File: config.mk
export PLATFORM = sky130hd
export DESIGN_NAME = reg_bus_arbiter_flat
export DESIGN_NICKNAME = d
export VERILOG_FILES = /design/src/rtl/reg_bus_arbiter_pkg.sv /design/src/rtl/reg_bus_arbiter_if.sv /design/src/rtl/reg_bus_arbiter_rr_arbiter.sv /design/src/rtl/reg_bus_arbiter.sv /design/src/flat_wrapper.sv
export SDC_FILE = /design/constraint.sdc
export NUM_CORES = 1
export LEC_CHECK = 0
export ABC_AREA = 0
export BUFFER_PORTS_ARGS = -buffer_cell sky130_fd_sc_hd__buf_2
export CORE_ASPECT_RATIO = 0.75
export CORE_MARGIN = 2
export CORE_UTILIZATION = 49
export CTS_CLUSTER_SIZE = 30
export DETAILED_ROUTE_END_ITERATION = 16
export PLACE_DENSITY_LB_ADDON = 0.1
export SLEW_MARGIN = 10
export SYNTH_ARGS = -nofsm -noshare
export SYNTH_HDL_FRONTEND = slang
export SYNTH_SLANG_ARGS = --single-unit
File: constraint.sdc
create_clock -name clk -period 4.4 [get_ports clk]
set_clock_uncertainty 0.15 [all_clocks]
set_input_delay 0.88 -clock clk [delete_from_list [all_inputs] [get_ports clk]]
set_output_delay 0.88 -clock clk [all_outputs]
set_load 0.01 [all_outputs]
File: src/rtl/reg_bus_arbiter_pkg.sv
// Shared definitions for the register configuration bus arbiter:
// FSM state encoding, default geometry and bus direction codes.
package reg_bus_pkg;

   typedef enum logic [1:0] {
      IDLE   = 2'd0,
      ACCESS = 2'd1,
      RESP   = 2'd2,
      GAP    = 2'd3
   } state_e;

   localparam int REG_W_WIDTH     = 8;
   localparam int REG_TIMEOUT_CYC = 16;

   localparam logic WR = 1'b1;
   localparam logic RD = 1'b0;

endpackage

File: src/rtl/reg_bus_arbiter_if.sv
// Register configuration bus as seen between the arbiter (master side)
// and the OR-ed per-register decoders (slave side).
interface reg_bus_arbiter_if
   import reg_bus_pkg::*;
#(
   parameter int W_WIDTH = REG_W_WIDTH
);
   logic               sel_en;
   logic               wr_rd_s;
   logic [W_WIDTH-1:0] addr;
   logic [W_WIDTH-1:0] wr_data;
   logic               ack;
   logic [W_WIDTH-1:0] rd_data;

   modport master (
      output sel_en, wr_rd_s, addr, wr_data,
      input  ack, rd_data
   );

   modport slave (
      input  sel_en, wr_rd_s, addr, wr_data,
      output ack, rd_data
   );
endinterface

File: src/rtl/reg_bus_arbiter_rr_arbiter.sv
// Combinational round-robin pick: the first requesting index at or after
// the rotating pointer, wrapping modulo NUM_REQ.
module rr_arbiter #(
   parameter int NUM_REQ = 2,
   parameter int IDX_W   = (NUM_REQ > 1) ? $clog2(NUM_REQ) : 1
) (
   input  logic [NUM_REQ-1:0] i_req,
   input  logic [IDX_W-1:0]   i_rr_ptr,
   output logic [IDX_W-1:0]   o_grant_idx,
   output logic               o_grant_vld
);

   int w_dist;
   int w_best;

   // Choose the requester with the smallest distance from the pointer
   always_comb begin
      o_grant_idx = '0;
      o_grant_vld = 1'b0;
      w_best      = NUM_REQ;
      w_dist      = 0;
      for (int i = 0; i < NUM_REQ; i++) begin
         w_dist = i - int'(i_rr_ptr);
         if (w_dist < 0) begin
            w_dist = w_dist + NUM_REQ;
         end else begin
            w_dist = w_dist;
         end
         if (i_req[i] && (w_dist < w_best)) begin
            w_best      = w_dist;
            o_grant_idx = IDX_W'(i);
            o_grant_vld = 1'b1;
         end else begin
            w_best = w_best;
         end
      end
   end

endmodule

File: src/rtl/reg_bus_arbiter.sv
// Register bus arbiter: grants one master at a time round-robin, drives a
// single bus transaction, waits for decoder ack (or times out) and returns
// a one-cycle completion with read data / error flag.
module reg_bus_arbiter
   import reg_bus_pkg::*;
#(
   parameter int NUM_REQ     = 2,
   parameter int W_WIDTH     = REG_W_WIDTH,
   parameter int TIMEOUT_CYC = REG_TIMEOUT_CYC
) (
   input  logic                       clk,
   input  logic                       rst_n,
   input  logic [NUM_REQ-1:0]         req,
   input  logic [NUM_REQ-1:0]         req_wr_rd_s,
   input  logic [NUM_REQ*W_WIDTH-1:0] req_addr,
   input  logic [NUM_REQ*W_WIDTH-1:0] req_wdata,
   output logic [NUM_REQ-1:0]         done,
   output logic [W_WIDTH-1:0]         rsp_rdata,
   output logic                       rsp_err,
   reg_bus_arbiter_if.master          bus
);

   localparam int IDX_W = (NUM_REQ > 1) ? $clog2(NUM_REQ) : 1;
   localparam int CNT_W = $clog2(TIMEOUT_CYC + 1);

   state_e             r_state;
   state_e             w_state_next;
   logic [IDX_W-1:0]   r_rr_ptr,    w_rr_ptr_next;
   logic [IDX_W-1:0]   r_grant,     w_grant_next;
   logic [CNT_W-1:0]   r_cnt,       w_cnt_next;
   logic               r_sel_en,    w_sel_en_next;
   logic               r_wr_rd_s,   w_wr_rd_s_next;
   logic [W_WIDTH-1:0] r_addr,      w_addr_next;
   logic [W_WIDTH-1:0] r_wr_data,   w_wr_data_next;
   logic [NUM_REQ-1:0] r_done,      w_done_next;
   logic [W_WIDTH-1:0] r_rsp_rdata, w_rsp_rdata_next;
   logic               r_rsp_err,   w_rsp_err_next;

   logic [IDX_W-1:0]   w_pick_idx;
   logic               w_pick_vld;
   logic               w_pick_wr;
   logic [W_WIDTH-1:0] w_pick_addr;
   logic [W_WIDTH-1:0] w_pick_wdata;
   logic [NUM_REQ-1:0] w_grant_onehot;

   rr_arbiter #(
      .NUM_REQ (NUM_REQ),
      .IDX_W   (IDX_W)
   ) u_rr_arbiter (
      .i_req       (req),
      .i_rr_ptr    (r_rr_ptr),
      .o_grant_idx (w_pick_idx),
      .o_grant_vld (w_pick_vld)
   );

   // Mux the picked master's command fields and decode the held grant
   always_comb begin
      w_pick_wr      = 1'b0;
      w_pick_addr    = '0;
      w_pick_wdata   = '0;
      w_grant_onehot = '0;
      for (int i = 0; i < NUM_REQ; i++) begin
         if (w_pick_idx == IDX_W'(i)) begin
            w_pick_wr    = req_wr_rd_s[i];
            w_pick_addr  = req_addr[i*W_WIDTH +: W_WIDTH];
            w_pick_wdata = req_wdata[i*W_WIDTH +: W_WIDTH];
         end else begin
            w_pick_wr = w_pick_wr;
         end
         w_grant_onehot[i] = (r_grant == IDX_W'(i));
      end
   end

   // Next-state and next-output logic; bus command holds unless changed
   always_comb begin
      w_state_next     = r_state;
      w_rr_ptr_next    = r_rr_ptr;
      w_grant_next     = r_grant;
      w_cnt_next       = r_cnt;
      w_sel_en_next    = r_sel_en;
      w_wr_rd_s_next   = r_wr_rd_s;
      w_addr_next      = r_addr;
      w_wr_data_next   = r_wr_data;
      w_done_next      = '0;
      w_rsp_rdata_next = '0;
      w_rsp_err_next   = 1'b0;

      case (r_state)
         IDLE: begin
            if (w_pick_vld) begin
               w_grant_next   = w_pick_idx;
               w_wr_rd_s_next = w_pick_wr;
               w_addr_next    = w_pick_addr;
               w_wr_data_next = w_pick_wdata;
               w_sel_en_next  = 1'b1;
               w_cnt_next     = '0;
               w_state_next   = ACCESS;
               if (w_pick_idx == IDX_W'(NUM_REQ - 1)) begin
                  w_rr_ptr_next = '0;
               end else begin
                  w_rr_ptr_next = w_pick_idx + IDX_W'(1);
               end
            end else begin
               w_sel_en_next  = 1'b0;
               w_wr_rd_s_next = 1'b0;
               w_addr_next    = '0;
               w_wr_data_next = '0;
            end
         end

         ACCESS: begin
            w_cnt_next = r_cnt + CNT_W'(1);
            // ack takes precedence over a simultaneous timeout
            if (bus.ack) begin
               w_done_next      = w_grant_onehot;
               w_rsp_rdata_next = (r_wr_rd_s == WR) ? '0 : bus.rd_data;
               w_rsp_err_next   = 1'b0;
               w_sel_en_next    = 1'b0;
               w_wr_rd_s_next   = 1'b0;
               w_addr_next      = '0;
               w_wr_data_next   = '0;
               w_state_next     = RESP;
            end else if (r_cnt == CNT_W'(TIMEOUT_CYC - 1)) begin
               w_done_next      = w_grant_onehot;
               w_rsp_rdata_next = '0;
               w_rsp_err_next   = 1'b1;
               w_sel_en_next    = 1'b0;
               w_wr_rd_s_next   = 1'b0;
               w_addr_next      = '0;
               w_wr_data_next   = '0;
               w_state_next     = RESP;
            end else begin
               w_state_next = ACCESS;
            end
         end

         // Completion is visible this cycle; trailing decoder ack ignored
         RESP: begin
            w_sel_en_next  = 1'b0;
            w_wr_rd_s_next = 1'b0;
            w_addr_next    = '0;
            w_wr_data_next = '0;
            w_state_next   = GAP;
         end

         // Idle cycle so decoder ack / write enables can clear
         GAP: begin
            w_sel_en_next  = 1'b0;
            w_wr_rd_s_next = 1'b0;
            w_addr_next    = '0;
            w_wr_data_next = '0;
            w_state_next   = IDLE;
         end

         default: begin
            w_sel_en_next  = 1'b0;
            w_wr_rd_s_next = 1'b0;
            w_addr_next    = '0;
            w_wr_data_next = '0;
            w_state_next   = IDLE;
         end
      endcase
   end

   // FSM state register
   always_ff @(posedge clk or negedge rst_n) begin
      if (!rst_n) begin
         r_state <= IDLE;
      end else begin
         r_state <= w_state_next;
      end
   end

   // Arbitration, counter, bus command and response registers
   always_ff @(posedge clk or negedge rst_n) begin
      if (!rst_n) begin
         r_rr_ptr    <= '0;
         r_grant     <= '0;
         r_cnt       <= '0;
         r_sel_en    <= 1'b0;
         r_wr_rd_s   <= 1'b0;
         r_addr      <= '0;
         r_wr_data   <= '0;
         r_done      <= '0;
         r_rsp_rdata <= '0;
         r_rsp_err   <= 1'b0;
      end else begin
         r_rr_ptr    <= w_rr_ptr_next;
         r_grant     <= w_grant_next;
         r_cnt       <= w_cnt_next;
         r_sel_en    <= w_sel_en_next;
         r_wr_rd_s   <= w_wr_rd_s_next;
         r_addr      <= w_addr_next;
         r_wr_data   <= w_wr_data_next;
         r_done      <= w_done_next;
         r_rsp_rdata <= w_rsp_rdata_next;
         r_rsp_err   <= w_rsp_err_next;
      end
   end

   assign bus.sel_en  = r_sel_en;
   assign bus.wr_rd_s = r_wr_rd_s;
   assign bus.addr    = r_addr;
   assign bus.wr_data = r_wr_data;
   assign done        = r_done;
   assign rsp_rdata   = r_rsp_rdata;
   assign rsp_err     = r_rsp_err;

endmodule

File: src/flat_wrapper.sv
// flat-port wrapper written by rule: the top's interface ports become plain ports
module reg_bus_arbiter_flat import reg_bus_pkg::*;
#(
   parameter int NUM_REQ     = 2,
   parameter int W_WIDTH     = REG_W_WIDTH,
   parameter int TIMEOUT_CYC = REG_TIMEOUT_CYC
)
  (clk, rst_n, req, req_wr_rd_s, req_addr, req_wdata, done, rsp_rdata, rsp_err, bus_sel_en, bus_wr_rd_s, bus_addr, bus_wr_data, bus_ack, bus_rd_data);
  reg_bus_arbiter_if #(.W_WIDTH(W_WIDTH)) bus_i ();
  input  logic clk;
  input  logic rst_n;
  input  logic [NUM_REQ-1:0] req;
  input  logic [NUM_REQ-1:0] req_wr_rd_s;
  input  logic [NUM_REQ*W_WIDTH-1:0] req_addr;
  input  logic [NUM_REQ*W_WIDTH-1:0] req_wdata;
  output logic [NUM_REQ-1:0] done;
  output logic [W_WIDTH-1:0] rsp_rdata;
  output logic rsp_err;
  output wire logic [$bits(bus_i.sel_en)-1:0] bus_sel_en;
  output wire logic [$bits(bus_i.wr_rd_s)-1:0] bus_wr_rd_s;
  output wire logic [$bits(bus_i.addr)-1:0] bus_addr;
  output wire logic [$bits(bus_i.wr_data)-1:0] bus_wr_data;
  input wire logic [$bits(bus_i.ack)-1:0] bus_ack;
  input wire logic [$bits(bus_i.rd_data)-1:0] bus_rd_data;
  assign bus_sel_en = bus_i.sel_en;
  assign bus_wr_rd_s = bus_i.wr_rd_s;
  assign bus_addr = bus_i.addr;
  assign bus_wr_data = bus_i.wr_data;
  assign bus_i.ack = bus_ack;
  assign bus_i.rd_data = bus_rd_data;
  reg_bus_arbiter #(.NUM_REQ(NUM_REQ), .W_WIDTH(W_WIDTH), .TIMEOUT_CYC(TIMEOUT_CYC)) u_core (.clk(clk), .rst_n(rst_n), .req(req), .req_wr_rd_s(req_wr_rd_s), .req_addr(req_addr), .req_wdata(req_wdata), .done(done), .rsp_rdata(rsp_rdata), .rsp_err(rsp_err), .bus(bus_i));
endmodule
Word-level counts from Yosys, hierarchy flattened

Index checks and enable logic that the tools add are counted.

Register bits: 38
Input port bits: 47
Output and inout port bits: 29
Word-level logic and storage cells: 72

Add/subtract/negate cells: 6
Magnitude comparators: 4
Equal/unequal tests: 6
Multiplexer cells: 37
Bitwise logic cells: 1
Reduce and logical (&&, ||, !) cells: 7

Operators by type and width:

| operator                                             | number |
|---|---|
| 2-to-1 mux 32 bit                                    | 3 |
| 2-to-1 mux 8 bit                                     | 9 |
| case mux 8 bit (3 select lines)                      | 2 |
| adder 32 x 3 -> 32 bit (second input constant)       | 1 |
| < comparator 32 x 1 -> 1 bit (second input constant) | 1 |
| < comparator 32 x 3 -> 1 bit (second input constant) | 1 |
| < comparator 32 bit                                  | 1 |
| 2-to-1 mux 1 bit                                     | 12 |
| 2-to-1 mux 2 bit                                     | 6 |
| case mux 5 bit (2 select lines)                      | 1 |
| case mux 2 bit (4 select lines)                      | 1 |
| case mux 1 bit (3 select lines)                      | 2 |
| adder 5 x 1 -> 5 bit (second input constant)         | 1 |
| == test 5 x 4 -> 1 bit (second input constant)       | 1 |
| 2-to-1 mux 5 bit                                     | 1 |
| adder 2 x 3 -> 4 bit (second input constant)         | 1 |
| == test 2 bit (second input constant)                | 2 |
| AND reduction 2 bit                                  | 2 |
| subtractor 1 x 1 -> 2 bit (first input constant)     | 2 |
| != test 3 x 2 -> 1 bit (second input constant)       | 1 |
| == test 2 x 1 -> 1 bit (second input constant)       | 1 |
| logical AND 1 bit                                    | 2 |
| logical NOT 2 bit                                    | 1 |
| < comparator 2 x 1 -> 1 bit (second input constant)  | 1 |
| 5 further kinds                                      | 5 |

Longest topological paths before layout

Depth after elaboration: 12
Mapped depth: 7
Depth with buffers taken out: 6

Hierarchy

Synthesis repeated with hierarchy kept, for this count alone.

Cell total of the unflattened synthesis: 128
Area, all modules: 1,655.3 um^2

By module, submodules not included:

| module          | instances | cells each | area an instance (um^2) | sequential area each (um^2) |
|---|---|---|---|---|
| reg_bus_arbiter | 1         | 125        | 1,637.8                 | 950.9 |
| rr_arbiter      | 1         | 3          | 17.5                    | 0.0 |

Worst setup path before layout

No wires, ideal clock.

Path type: register -> register
From: reg u_core.r_cnt[0]
To: reg u_core.r_wr_data[0], in the netlist u_core.bus.wr_data[0]
Library setup time: 0.064 ns
Arrival: 1.790 ns
Required time: 4.186 ns
Slack: 2.396 ns
Cell stages (with the launch flop): 8
Path buffers: 1
Clock period less this slack: 2.004 ns
Cells stage by stage: dfrtp_1 > ha_1 > and3_1 > ha_1 > nor4b_4 > clkbuf_1 > and2_1 > a221o_2

Longest elaborated chain between the ends: 2

Ends and longest elaborated chain:

| what                                    | line                   | text |
|---|---|---|
| start: declaration                      | reg_bus_arbiter.sv:30  | `logic [CNT_W-1:0] r_cnt, w_cnt_next;` |
| start signal: assignment                | reg_bus_arbiter.sv:190 | `r_cnt <= w_cnt_next;` |
| == test 5 x 4 -> 1 bit                  | reg_bus_arbiter.sv:123 | `end else if (r_cnt == CNT_W'(TIMEOUT_CYC - 1)) begin` |
| != test 3 x 2 -> 1 bit (no source line) | n/a                    |  |
| end signal: assignment                  | reg_bus_arbiter.sv:194 | `r_wr_data <= w_wr_data_next;` |
| end: declaration                        | reg_bus_arbiter.sv:34  | `logic [W_WIDTH-1:0] r_wr_data, w_wr_data_next;` |

No other way between the ends.
A chain may end at the register's enable or synchronous reset.

Final worst setup path

From: reg u_core.r_cnt[0]
To: reg u_core.r_wr_data[1], in the netlist u_core.bus.wr_data[1]

The elaborated chain is that of the path after synthesis.

==> results.cfg <==
[routing]
drt_wl_total_mm = 3.57
num_vias = 1303
post_drt_wl_per_cell_um = 14.5
antenna_left = 0
dr.pass1.iters = 4
drc = 0
drtIter0Drc = 88
via_per_inst = 5.30

[clock_network]
clk_path_buf_depth = 2
clkTransAtPathRegs_ns = 0.08
cts_resized = 0
clock-root-buffer = clkbuf_8
cts_tree = yes
numCtsBuffers = 5
hold_buffers = 0
postCtsSetupRepairBufs = 0
cts.sinks = 38
clock_latency_ns = 0.29
cts_max_level = 2

[finish]
antenna_cells = 0
layout_commonest_cell = buf_2
design_area_um2 = 2130
most-common-layout-cells = 75 x buf_2, 38 x dfrtp_1, 25 x and2_1
area_growth_pct = 28.7
layout.nets = 255
fin_util_pct = 65.1
drive_above_1_share_pct = 47.6
layoutNonFillerInstCount = 246

[floorplan]
rows = 18
dieArea_um2 = 3860
boundaryPins = 76
initial_utilization_pct = 50.6
core_region_area_um2 = 3270
die_h_um = 54.3
die_x_um = 71.0

[timing]
maxSlewViolCount = 0
worst_slack_ns = 2.10
hold_viol_final = 0
setup_viol = 0
fmax_mhz = 436
relSlewSlack_pct = 44.6
rsz0062_at_grt = no
whs_ns = 0.287
min_period_ns = 2.30
tightest_slew_ns = 0.830
finalCritPeriodShare_pct = 52.2
tns_ns = 0

[worst_setup_path]
crit_fanout = 19
cp-end-kind = flip-flop
arrival_ns = 2.37
path_class = flip-flop to flip-flop
start_kind = flip-flop
critPathRequiredTime_ns = 4.48

[grt]
grt_max_degree = 39
grt_overflow = 0
grt_util_all_layers_pct = 19.9
grt_pass1_vias = 1177
grt_pass1_wl_mm = 5.62
antenna_found_initial = 0

[min_path]
hp-class = flip-flop to flip-flop

[yosys]
syn_nets = 178
syn_avg_cell_area_um2 = 12.9
syn-instance-count = 128
synthesis.area_um2 = 1650
synth.distinct_cells = 29
ys_ff_latch = 38
ys_seq_area_share_pct = 57.6
synth.yosys.warnings = 0

[power_and_ir_drop]
power.leakage_nw = 1.15
peakVddDrop_mv = 0.273
power_mw = 1.18
powerDensity_nw_per_um2 = 556

[place]
placedCellCount = 238
dpl_cell_area_um2 = 2030
dp_slack_ns = 2.04
port_buffers = 75
globalplace.congestion = 0.733
hpwl_mm = 2.53

[run]
cap_violations = 0

[run_status]
status = finished clean
[layer usage]
layer  routed length, um  GRT usage [%]  vias to the layer above
met1                1730           27.5                      627
met5                   0              0                        -
li1                    -              -                      622
met4                  63           9.43                        0
met2                1540           28.8                       47
met3                 234           6.26                        7
[worst max-delay path, stage by stage (launching register included)]
cell and delay, ns:
dfrtp_1 0.41, ha_1 0.23, and3_1 0.21, ha_1 0.23
nor4b_4 0.66, and2_1 0.23, a221o_2 0.11
[synthesized netlist by cell type]
library cell / count / area, um2
o2bb2ai_1: 1 / 8.76
nand2b_1: 2 / 12.5
nor2b_1: 1 / 6.26
a21oi_1: 1 / 5.00
nand2_1: 2 / 7.51
a21oi_4: 2 / 32.5
a221o_2: 10 / 113
or3b_4: 2 / 22.5
and2_1: 25 / 156
buf_6: 3 / 33.8
nor3b_1: 2 / 15.0
o21ai_0: 5 / 25.0
nor3_1: 5 / 25.0
buf_2: 1 / 5.00
clkbuf_1: 1 / 3.75
or2_2: 1 / 6.26
a221o_1: 7 / 70.1
a211o_1: 1 / 8.76
ha_1: 3 / 37.5
dfrtp_1: 38 / 951
nor2_1: 2 / 7.51
mux2i_1: 1 / 10.0
a22o_1: 2 / 17.5
inv_1: 4 / 15.0
and3_1: 2 / 12.5
nor4b_4: 1 / 23.8
o21bai_1: 1 / 7.51
o31ai_1: 1 / 7.51
nand3_1: 1 / 5.00
[registers in the layout (all words and copies together) (netlist names), 2 cells and up, named ones only]
| signal | cells |
|---|---|
| u_core.bus.addr | 8 |
| u_core.r_cnt | 5 |
| u_core.done | 2 |
| u_core.rsp_rdata | 8 |
| u_core.bus.wr_data | 8 |
[power breakdown]
group	switching, mW	internal, mW	total (mW)	leakage [nW]
logic	0.200	0.193	0.393	0.596
registers	0.0841	0.459	0.543	0.505
clock network	0.120	0.126	0.246	0.0482
total	0.404	0.778	1.18	1.15
[layout make-up]
cell class | count | area [um2]
Fill cell | 280 | 1140
Sequential cell | 38 | 951
Multi-Input combinational cell | 81 | 643
Timing Repair Buffer | 75 | 375
Clock buffer | 7 | 86.3
Tap cell | 40 | 50.0
Inverter | 4 | 15.0
Clock inverter | 1 | 5.00
[logic make-up after synthesis]
family / after synthesis / share of synthesized area [%]
and+or+nand+nor: 46 / 18.2
adders and majority gates: 3 / 2.27
DFF: 38 / 57.6
AOI/OAI and AO/OA: 31 / 17.9
muxes: 1 / 0.606
buffers and inverters: 9 / 3.48
[path summary, 6_finish.rpt]
path	slack (ns)	cells past startpoint	from	end
worst min-delay path	0.29	1	u_core.r_grant	u_core.done[0]
worst max register to register	2.10	6	u_core.r_cnt[0]	u_core.bus.wr_data[1]
min in group asynchronous	0.54	1	rst_n	u_core.rsp_rdata[2]
max in group asynchronous	3.04	1	rst_n	u_core.bus.wr_data[0]
worst max-delay path	2.10	6	u_core.r_cnt[0]	u_core.bus.wr_data[1]
worst min register to register	0.29	1	u_core.r_grant	u_core.done[0]
(Power assumes the default switching activity.)
